`src/rtl/ttc_counter_lite29_if.sv`:
```
// Register-select bus and event/readback signals of the TTC counter.
// The master drives the decoded APB write strobes; the slave is the counter.
interface ttc_counter_lite29_if;
  logic [15:0] pwdata29;
  logic        cntr_ctrl_reg_sel29;
  logic        clk_ctrl_reg_sel29;
  logic        interval_reg_sel29;
  logic        match_1_reg_sel29;
  logic        match_2_reg_sel29;
  logic        match_3_reg_sel29;
  logic [15:0] counter_val_out29;
  logic [4:0]  cntr_ctrl_out29;
  logic [4:0]  clk_ctrl_out29;
  logic [15:0] interval_out29;
  logic        interval_intr29;
  logic [3:1]  match_intr29;
  logic        overflow_intr29;
  logic        restart29;

  modport master (
    output pwdata29, cntr_ctrl_reg_sel29, clk_ctrl_reg_sel29, interval_reg_sel29,
           match_1_reg_sel29, match_2_reg_sel29, match_3_reg_sel29,
    input  counter_val_out29, cntr_ctrl_out29, clk_ctrl_out29, interval_out29,
           interval_intr29, match_intr29, overflow_intr29, restart29
  );

  modport slave (
    input  pwdata29, cntr_ctrl_reg_sel29, clk_ctrl_reg_sel29, interval_reg_sel29,
           match_1_reg_sel29, match_2_reg_sel29, match_3_reg_sel29,
    output counter_val_out29, cntr_ctrl_out29, clk_ctrl_out29, interval_out29,
           interval_intr29, match_intr29, overflow_intr29, restart29
  );
endinterface

```
`src/rtl/ttc_counter_lite29.sv`:
```
// TTC timer/counter: power-of-two prescaler, 16-bit up/down counter with
// interval and overflow modes, three match comparators and restart.
module ttc_counter_lite29 (
  input logic                  pclk29,
  input logic                  n_p_reset29,
  ttc_counter_lite29_if.slave  bus
);

  logic [3:0]  ctrl_q;
  logic [4:0]  clk_ctrl_q;
  logic [15:0] interval_q;
  logic [15:0] match1_q, match2_q, match3_q;
  logic [15:0] count_q, count_d;
  logic [15:0] presc_q, presc_d;
  logic        restart_pend_q;
  logic        interval_intr_q, interval_intr_d;
  logic        overflow_intr_q, overflow_intr_d;
  logic [3:1]  match_intr_q, match_intr_d;
  logic        restart_q, restart_d;
  logic        tick;

  // Terminal prescaler value 2^(N+1)-1; N=15 yields FFFF.
  function automatic logic [15:0] presc_limit(input logic [3:0] n);
    logic [16:0] v;
    v = (17'd2 << n) - 17'd1;
    return v[15:0];
  endfunction

  function automatic logic [15:0] restart_load(input logic [3:0] ctrl, input logic [15:0] intv);
    if (!ctrl[2])     return 16'h0000;
    else if (ctrl[1]) return intv;
    else              return 16'hFFFF;
  endfunction

  always_ff @(posedge pclk29 or negedge n_p_reset29) begin
    if (!n_p_reset29) begin
      ctrl_q         <= 4'b0001;
      clk_ctrl_q     <= '0;
      interval_q     <= 16'hFFFF;
      match1_q       <= '0;
      match2_q       <= '0;
      match3_q       <= '0;
      restart_pend_q <= 1'b0;
    end else begin
      // Restart is a strobe only; the load happens on the following edge.
      restart_pend_q <= bus.cntr_ctrl_reg_sel29 & bus.pwdata29[4];
      if (bus.cntr_ctrl_reg_sel29) ctrl_q     <= bus.pwdata29[3:0];
      if (bus.clk_ctrl_reg_sel29)  clk_ctrl_q <= bus.pwdata29[4:0];
      if (bus.interval_reg_sel29)  interval_q <= bus.pwdata29;
      if (bus.match_1_reg_sel29)   match1_q   <= bus.pwdata29;
      if (bus.match_2_reg_sel29)   match2_q   <= bus.pwdata29;
      if (bus.match_3_reg_sel29)   match3_q   <= bus.pwdata29;
    end
  end

  always_comb begin
    tick            = 1'b0;
    presc_d         = presc_q;
    count_d         = count_q;
    interval_intr_d = 1'b0;
    overflow_intr_d = 1'b0;
    match_intr_d    = '0;
    restart_d       = 1'b0;
    if (restart_pend_q) begin
      // Restart wins over any coincident tick and suppresses its events.
      presc_d   = '0;
      restart_d = 1'b1;
      count_d   = restart_load(ctrl_q, interval_q);
    end else if (!ctrl_q[0]) begin
      if (clk_ctrl_q[0]) begin
        if (presc_q == presc_limit(clk_ctrl_q[4:1])) begin
          tick    = 1'b1;
          presc_d = '0;
        end else begin
          presc_d = presc_q + 16'd1;
        end
      end else begin
        tick = 1'b1;
      end
      if (tick) begin
        if (!ctrl_q[2]) begin
          if (ctrl_q[1] && (count_q == interval_q)) begin
            count_d         = '0;
            interval_intr_d = 1'b1;
          end else if (count_q == 16'hFFFF) begin
            count_d         = '0;
            overflow_intr_d = 1'b1;
          end else begin
            count_d = count_q + 16'd1;
          end
        end else begin
          if (count_q == 16'h0000) begin
            if (ctrl_q[1]) begin
              count_d         = interval_q;
              interval_intr_d = 1'b1;
            end else begin
              count_d         = 16'hFFFF;
              overflow_intr_d = 1'b1;
            end
          end else begin
            count_d = count_q - 16'd1;
          end
        end
        if (ctrl_q[3]) begin
          match_intr_d[1] = (count_d == match1_q);
          match_intr_d[2] = (count_d == match2_q);
          match_intr_d[3] = (count_d == match3_q);
        end
      end
    end
  end

  always_ff @(posedge pclk29 or negedge n_p_reset29) begin
    if (!n_p_reset29) begin
      count_q         <= '0;
      presc_q         <= '0;
      interval_intr_q <= 1'b0;
      overflow_intr_q <= 1'b0;
      match_intr_q    <= '0;
      restart_q       <= 1'b0;
    end else begin
      count_q         <= count_d;
      presc_q         <= presc_d;
      interval_intr_q <= interval_intr_d;
      overflow_intr_q <= overflow_intr_d;
      match_intr_q    <= match_intr_d;
      restart_q       <= restart_d;
    end
  end

  assign bus.counter_val_out29 = count_q;
  assign bus.cntr_ctrl_out29   = {1'b0, ctrl_q};
  assign bus.clk_ctrl_out29    = clk_ctrl_q;
  assign bus.interval_out29    = interval_q;
  assign bus.interval_intr29   = interval_intr_q;
  assign bus.overflow_intr29   = overflow_intr_q;
  assign bus.match_intr29      = match_intr_q;
  assign bus.restart29         = restart_q;

endmodule

```
`src/flat_wrapper.sv`:
```
// flat-port wrapper written by rule: the top's interface ports become plain ports
module ttc_counter_lite29_flat 
  (pclk29, n_p_reset29, bus_pwdata29, bus_cntr_ctrl_reg_sel29, bus_clk_ctrl_reg_sel29, bus_interval_reg_sel29, bus_match_1_reg_sel29, bus_match_2_reg_sel29, bus_match_3_reg_sel29, bus_counter_val_out29, bus_cntr_ctrl_out29, bus_clk_ctrl_out29, bus_interval_out29, bus_interval_intr29, bus_match_intr29, bus_overflow_intr29, bus_restart29);
  ttc_counter_lite29_if bus_i ();
  input logic pclk29;
  input logic n_p_reset29;
  input wire logic [$bits(bus_i.pwdata29)-1:0] bus_pwdata29;
  input wire logic [$bits(bus_i.cntr_ctrl_reg_sel29)-1:0] bus_cntr_ctrl_reg_sel29;
  input wire logic [$bits(bus_i.clk_ctrl_reg_sel29)-1:0] bus_clk_ctrl_reg_sel29;
  input wire logic [$bits(bus_i.interval_reg_sel29)-1:0] bus_interval_reg_sel29;
  input wire logic [$bits(bus_i.match_1_reg_sel29)-1:0] bus_match_1_reg_sel29;
  input wire logic [$bits(bus_i.match_2_reg_sel29)-1:0] bus_match_2_reg_sel29;
  input wire logic [$bits(bus_i.match_3_reg_sel29)-1:0] bus_match_3_reg_sel29;
  output wire logic [$bits(bus_i.counter_val_out29)-1:0] bus_counter_val_out29;
  output wire logic [$bits(bus_i.cntr_ctrl_out29)-1:0] bus_cntr_ctrl_out29;
  output wire logic [$bits(bus_i.clk_ctrl_out29)-1:0] bus_clk_ctrl_out29;
  output wire logic [$bits(bus_i.interval_out29)-1:0] bus_interval_out29;
  output wire logic [$bits(bus_i.interval_intr29)-1:0] bus_interval_intr29;
  output wire logic [$bits(bus_i.match_intr29)-1:0] bus_match_intr29;
  output wire logic [$bits(bus_i.overflow_intr29)-1:0] bus_overflow_intr29;
  output wire logic [$bits(bus_i.restart29)-1:0] bus_restart29;
  assign bus_i.pwdata29 = bus_pwdata29;
  assign bus_i.cntr_ctrl_reg_sel29 = bus_cntr_ctrl_reg_sel29;
  assign bus_i.clk_ctrl_reg_sel29 = bus_clk_ctrl_reg_sel29;
  assign bus_i.interval_reg_sel29 = bus_interval_reg_sel29;
  assign bus_i.match_1_reg_sel29 = bus_match_1_reg_sel29;
  assign bus_i.match_2_reg_sel29 = bus_match_2_reg_sel29;
  assign bus_i.match_3_reg_sel29 = bus_match_3_reg_sel29;
  assign bus_counter_val_out29 = bus_i.counter_val_out29;
  assign bus_cntr_ctrl_out29 = bus_i.cntr_ctrl_out29;
  assign bus_clk_ctrl_out29 = bus_i.clk_ctrl_out29;
  assign bus_interval_out29 = bus_i.interval_out29;
  assign bus_interval_intr29 = bus_i.interval_intr29;
  assign bus_match_intr29 = bus_i.match_intr29;
  assign bus_overflow_intr29 = bus_i.overflow_intr29;
  assign bus_restart29 = bus_i.restart29;
  ttc_counter_lite29 u_core (.pclk29(pclk29), .n_p_reset29(n_p_reset29), .bus(bus_i));
endmodule
```
`config.mk`:
```
export PLATFORM = sky130hd
export DESIGN_NAME = ttc_counter_lite29_flat
export DESIGN_NICKNAME = d
export VERILOG_FILES = /design/src/rtl/ttc_counter_lite29_if.sv /design/src/rtl/ttc_counter_lite29.sv /design/src/flat_wrapper.sv
export SDC_FILE = /design/constraint.sdc
export NUM_CORES = 1
export LEC_CHECK = 0
export BUFFER_PORTS_ARGS = -buffer_cell sky130_fd_sc_hd__buf_2
export CAP_MARGIN = 5
export CORE_MARGIN = 1.5
export CORE_UTILIZATION = 30
export DETAILED_ROUTE_END_ITERATION = 16
export PLACE_DENSITY = 0.43
export SETUP_SLACK_MARGIN = 0.02
export SLEW_MARGIN = 20
export SYNTH_ARGS = -nofsm -noshare
export SYNTH_HDL_FRONTEND = slang
export SYNTH_SLANG_ARGS = --single-unit
```
`constraint.sdc`:
```
create_clock -name pclk29 -period 4.8 [get_ports pclk29]
set_input_delay 0.72 -clock pclk29 [delete_from_list [all_inputs] [get_ports pclk29]]
set_output_delay 0.72 -clock pclk29 [all_outputs]
set_load 0.01 [all_outputs]
```
==> qor.txt <==
PwrDens - 407 nW/um^2
Period Utilization, post-route - 86.6%
storage element area - 2820 um^2
CTS tree - yes
Root Buffer - clkbuf_16
#FFs+latches synth - 112
max-slew violations - 0
crit path DAT - 4400 ps
Most Frequent Cell on Critical Path - nor3_1
CTS Sinks - 112
met3 Use GR - 3.11%
Max rail drop VDD - 0.147 mV
CTS Hold Bufs - 0
actual slew at the worst max-slew pin - 929 ps
fill cell count - 2473
total power draw - 3290 uW
kind of critical path - reg -> reg
Post-synth EDFFs - 0
syn_nets - 768
core area - 23400 um^2
register area share after synthesis - 39.6%
critical path launch point type - flip-flop
WHS - 226 ps
Rel. slew slack - 37.4%
post-CTS sizing - 0
Clock Skew - 15.2 ps
Final Wtd Congestion - 0.935
number of global-route vias before repair - 5892
Mapped Area - 7130 um^2
first-pass GRT wire length - 38.3 mm
initial antenna violation count - 0
nets - 815
CTS max path bufs - 2
status - finished, final reports clean
PortBufs - 70
# diodes - 0
die width - 157 um
Pleak - 0.00328 uW
total gr overflow - 0
CTS clk-pin slew, worst paths - 80 ps
post-DR wirelength/cell - 22.8 um
FFs w/ async S/R, synth - 100%
vias - 6081
GR Util All Layers - 21.2%
Max stage delay on crit path - 780 ps
worst-case reg-to-reg path depth - 13
htree depth - 3
worst reg2reg endpoint - u_core.bus.match_intr29[3]$_DFF_PN0_
routing usage on met1 - 30.5%
unrepaired setup endpoints after global routing - no
Mapped Cells - 740
setup_tns - 0 ps
Worst EP required - 5040 ps
Final min period - 4150 ps
Max-cap violations - 0
final hold vios - 0
Post-CTS Setup Bufs - 0
area of the multi-input gates - 4010 um^2
CP max FO - 23
Worst Setup End Kind - flip-flop
final cell count without fillers - 1111
Die Y-Extent - 157 um
most used flip-flop cell after synthesis - dfrtp_1
area delta synth->final - 13.2%
CTS Buf Count - 9
hold crit path type - in -> async
Avg Inst Size Synth - 9.63 um^2
layout cell share with drive strength beyond 1 - 25.1%
Yosys cell types - 71
r2r startpoint - u_core.bus.clk_ctrl_out29[3]$_DFFE_PN0P_
final setup violating endpoints - 0
placed cells - 1095
register-to-register setup slack - 650 ps
Post-Route WL - 25.4 mm
busiest layer in global routing - met2
GRT met2 Usage - 33.2%
Critical Path Start - u_core.bus.clk_ctrl_out29[3]$_DFFE_PN0P_
Die ar. - 24700 um^2
# DRC - 0
Max Freq - 241 MHz
DR vias/cell - 5.47
first-iteration detailed-routing DRC count - 471
Yosys warnings - 0
DRT Pass-1 Iters - 5
Final Core Density - 34.5%
largest net degree at the start of global routing - 59
Ports - 72
crit path cell chain - nor3_1 > nand2_1 > ha_1 > nor2_1 > mux2_2 > a21oi_1 > xnor2_1 > or4b_2 > o21ai_0 > buf_4 > and3_1 > nand4bb_1 > nor3_1
worst skew pair latency - 360 ps
Crit-path slowest cell - dfrtp_1
Starting Density - 30.5%
Row Count - 56
DP Wirelength - 18.6 mm
post-route ant nets - 0
==> critical path, delay by kind of cell, from the launching register on <==
family                     cells  cell delay [ps]
DFF                            1              780
adders and majority gates      1              460
AOI/OAI and AO/OA              2              370
xor gates and xnor gates       1               80
buffers and inverters          1              170
and+or+nand+nor                7             1880
muxes                          1              300
==> synthesized netlist by cell type (all sizes together), types with 3 or more instances <==
cell,count,area share (%)
a221oi,4,0.49
and4,4,0.49
nor2b,3,0.26
mux2i,15,2.1
nor4,13,1.3
nand2b,14,1.2
mux2,66,10
and2,4,0.35
a21oi,29,2.0
o211ai,6,0.63
nand4,14,1.2
a22o,4,0.49
ha,4,0.70
o311ai,4,0.49
o221ai,5,0.61
xor2,30,3.7
nand3,25,1.8
o31a,3,0.37
o21a,3,0.32
a2bb2oi,3,0.46
a2111oi,3,0.37
and3,16,1.4
a311o,6,0.84
xnor2,55,6.8
inv,17,0.90
buf,20,1.6
a22oi,3,0.32
clkbuf,32,1.7
nor3b,4,0.49
o21ai,42,3.1
dfstp,17,6.3
nand2,48,2.5
nor2,43,2.3
dfrtp,95,33
o22ai,11,0.97
a21o,4,0.42
a31oi,16,1.6
or4,8,0.90
nor3,18,1.3
==> cell usage in the layout (no fill, tap or decap), types with 17 or more instances in the layout <==
| cell | count |
|---|---|
| o21ai_0 | 39 |
| dfstp_2 | 17 |
| nand3_1 | 25 |
| inv_1 | 17 |
| dfrtp_1 | 95 |
| buf_2 | 69 |
| a21oi_1 | 29 |
| xnor2_1 | 55 |
| nor2_1 | 43 |
| mux2_2 | 66 |
| buf_4 | 19 |
| nor3_1 | 17 |
| xor2_1 | 30 |
| nand2_1 | 48 |
==> area by class of cell <==
type	instances	area share (%)
sequential	112	35.0
multi-input combinational	558	49.7
tap	319	4.95
timing repair buffer	88	6.05
inverter	18	0.837
clock inverter	6	0.543
clock buffer	10	2.96
==> how the worst max path moves through the flow <==
stage | cells after the start | slack, ps | end
3_3_place_gp | 13 | 810 | u_core.bus.match_intr29[3]$_DFF_PN0_
6_report | 13 | 650 | u_core.bus.match_intr29[3]$_DFF_PN0_
3_5_place_dp | 14 | 720 | u_core.bus.counter_val_out29[0]$_DFFE_PN0P_
4_1_cts | 13 | 690 | u_core.bus.match_intr29[3]$_DFF_PN0_
2_1_floorplan | 16 | 1090 | u_core.presc_q[11]$_DFFE_PN0P_
5_1_grt | 13 | 420 | u_core.bus.match_intr29[3]$_DFF_PN0_
==> cells by family after synthesis <==
family	Yosys count	share of synthesized area, %
AND/OR/NAND/NOR	221	16.3
AO/OA/AOI/OAI	166	16.1
adder cells (fa/ha/maj)	4	0.702
buffers and inverters	70	4.23
other	1	0.0526
XOR/XNOR	85	10.4
multiplexers	81	12.5
flip-flops	112	39.6
==> power breakdown <==
group / switching [uW] / internal (uW)
combinational: 735 / 518
clock: 376 / 370
sequential: 227 / 1060
==> metrics by stage <==
stage               worst slack [ps]  instance area [um^2]
floorplan                       1090                  7130
global placement                 810                  7790
detailed placement               721                  7790
CTS                              686                  8070
global route                     418                  8070
finish                           645                  8070
==> sequential cells by signal (all words and copies together), names as in the netlist <==
signal / flops
u_core.bus.match_intr29: 3
u_core.bus.overflow_intr29: 1
u_core.bus.restart29: 1
u_core.match2_q: 16
u_core.bus.interval_intr29: 1
u_core.match3_q: 16
u_core.bus.counter_val_out29: 16
u_core.presc_q: 16
u_core.ctrl_q: 4
u_core.restart_pend_q: 1
u_core.bus.clk_ctrl_out29: 5
u_core.match1_q: 16
u_core.bus.interval_out29: 16
==> routing by layer <==
metal  routed length [um]  vias to the layer above
met3                 1200                       14
met1                12100                     3049
met4                  358                        0
li1                     -                     2818
met5                    0                        -
met2                11700                      200
No activity file was read; power rests on OpenSTA's default activity.
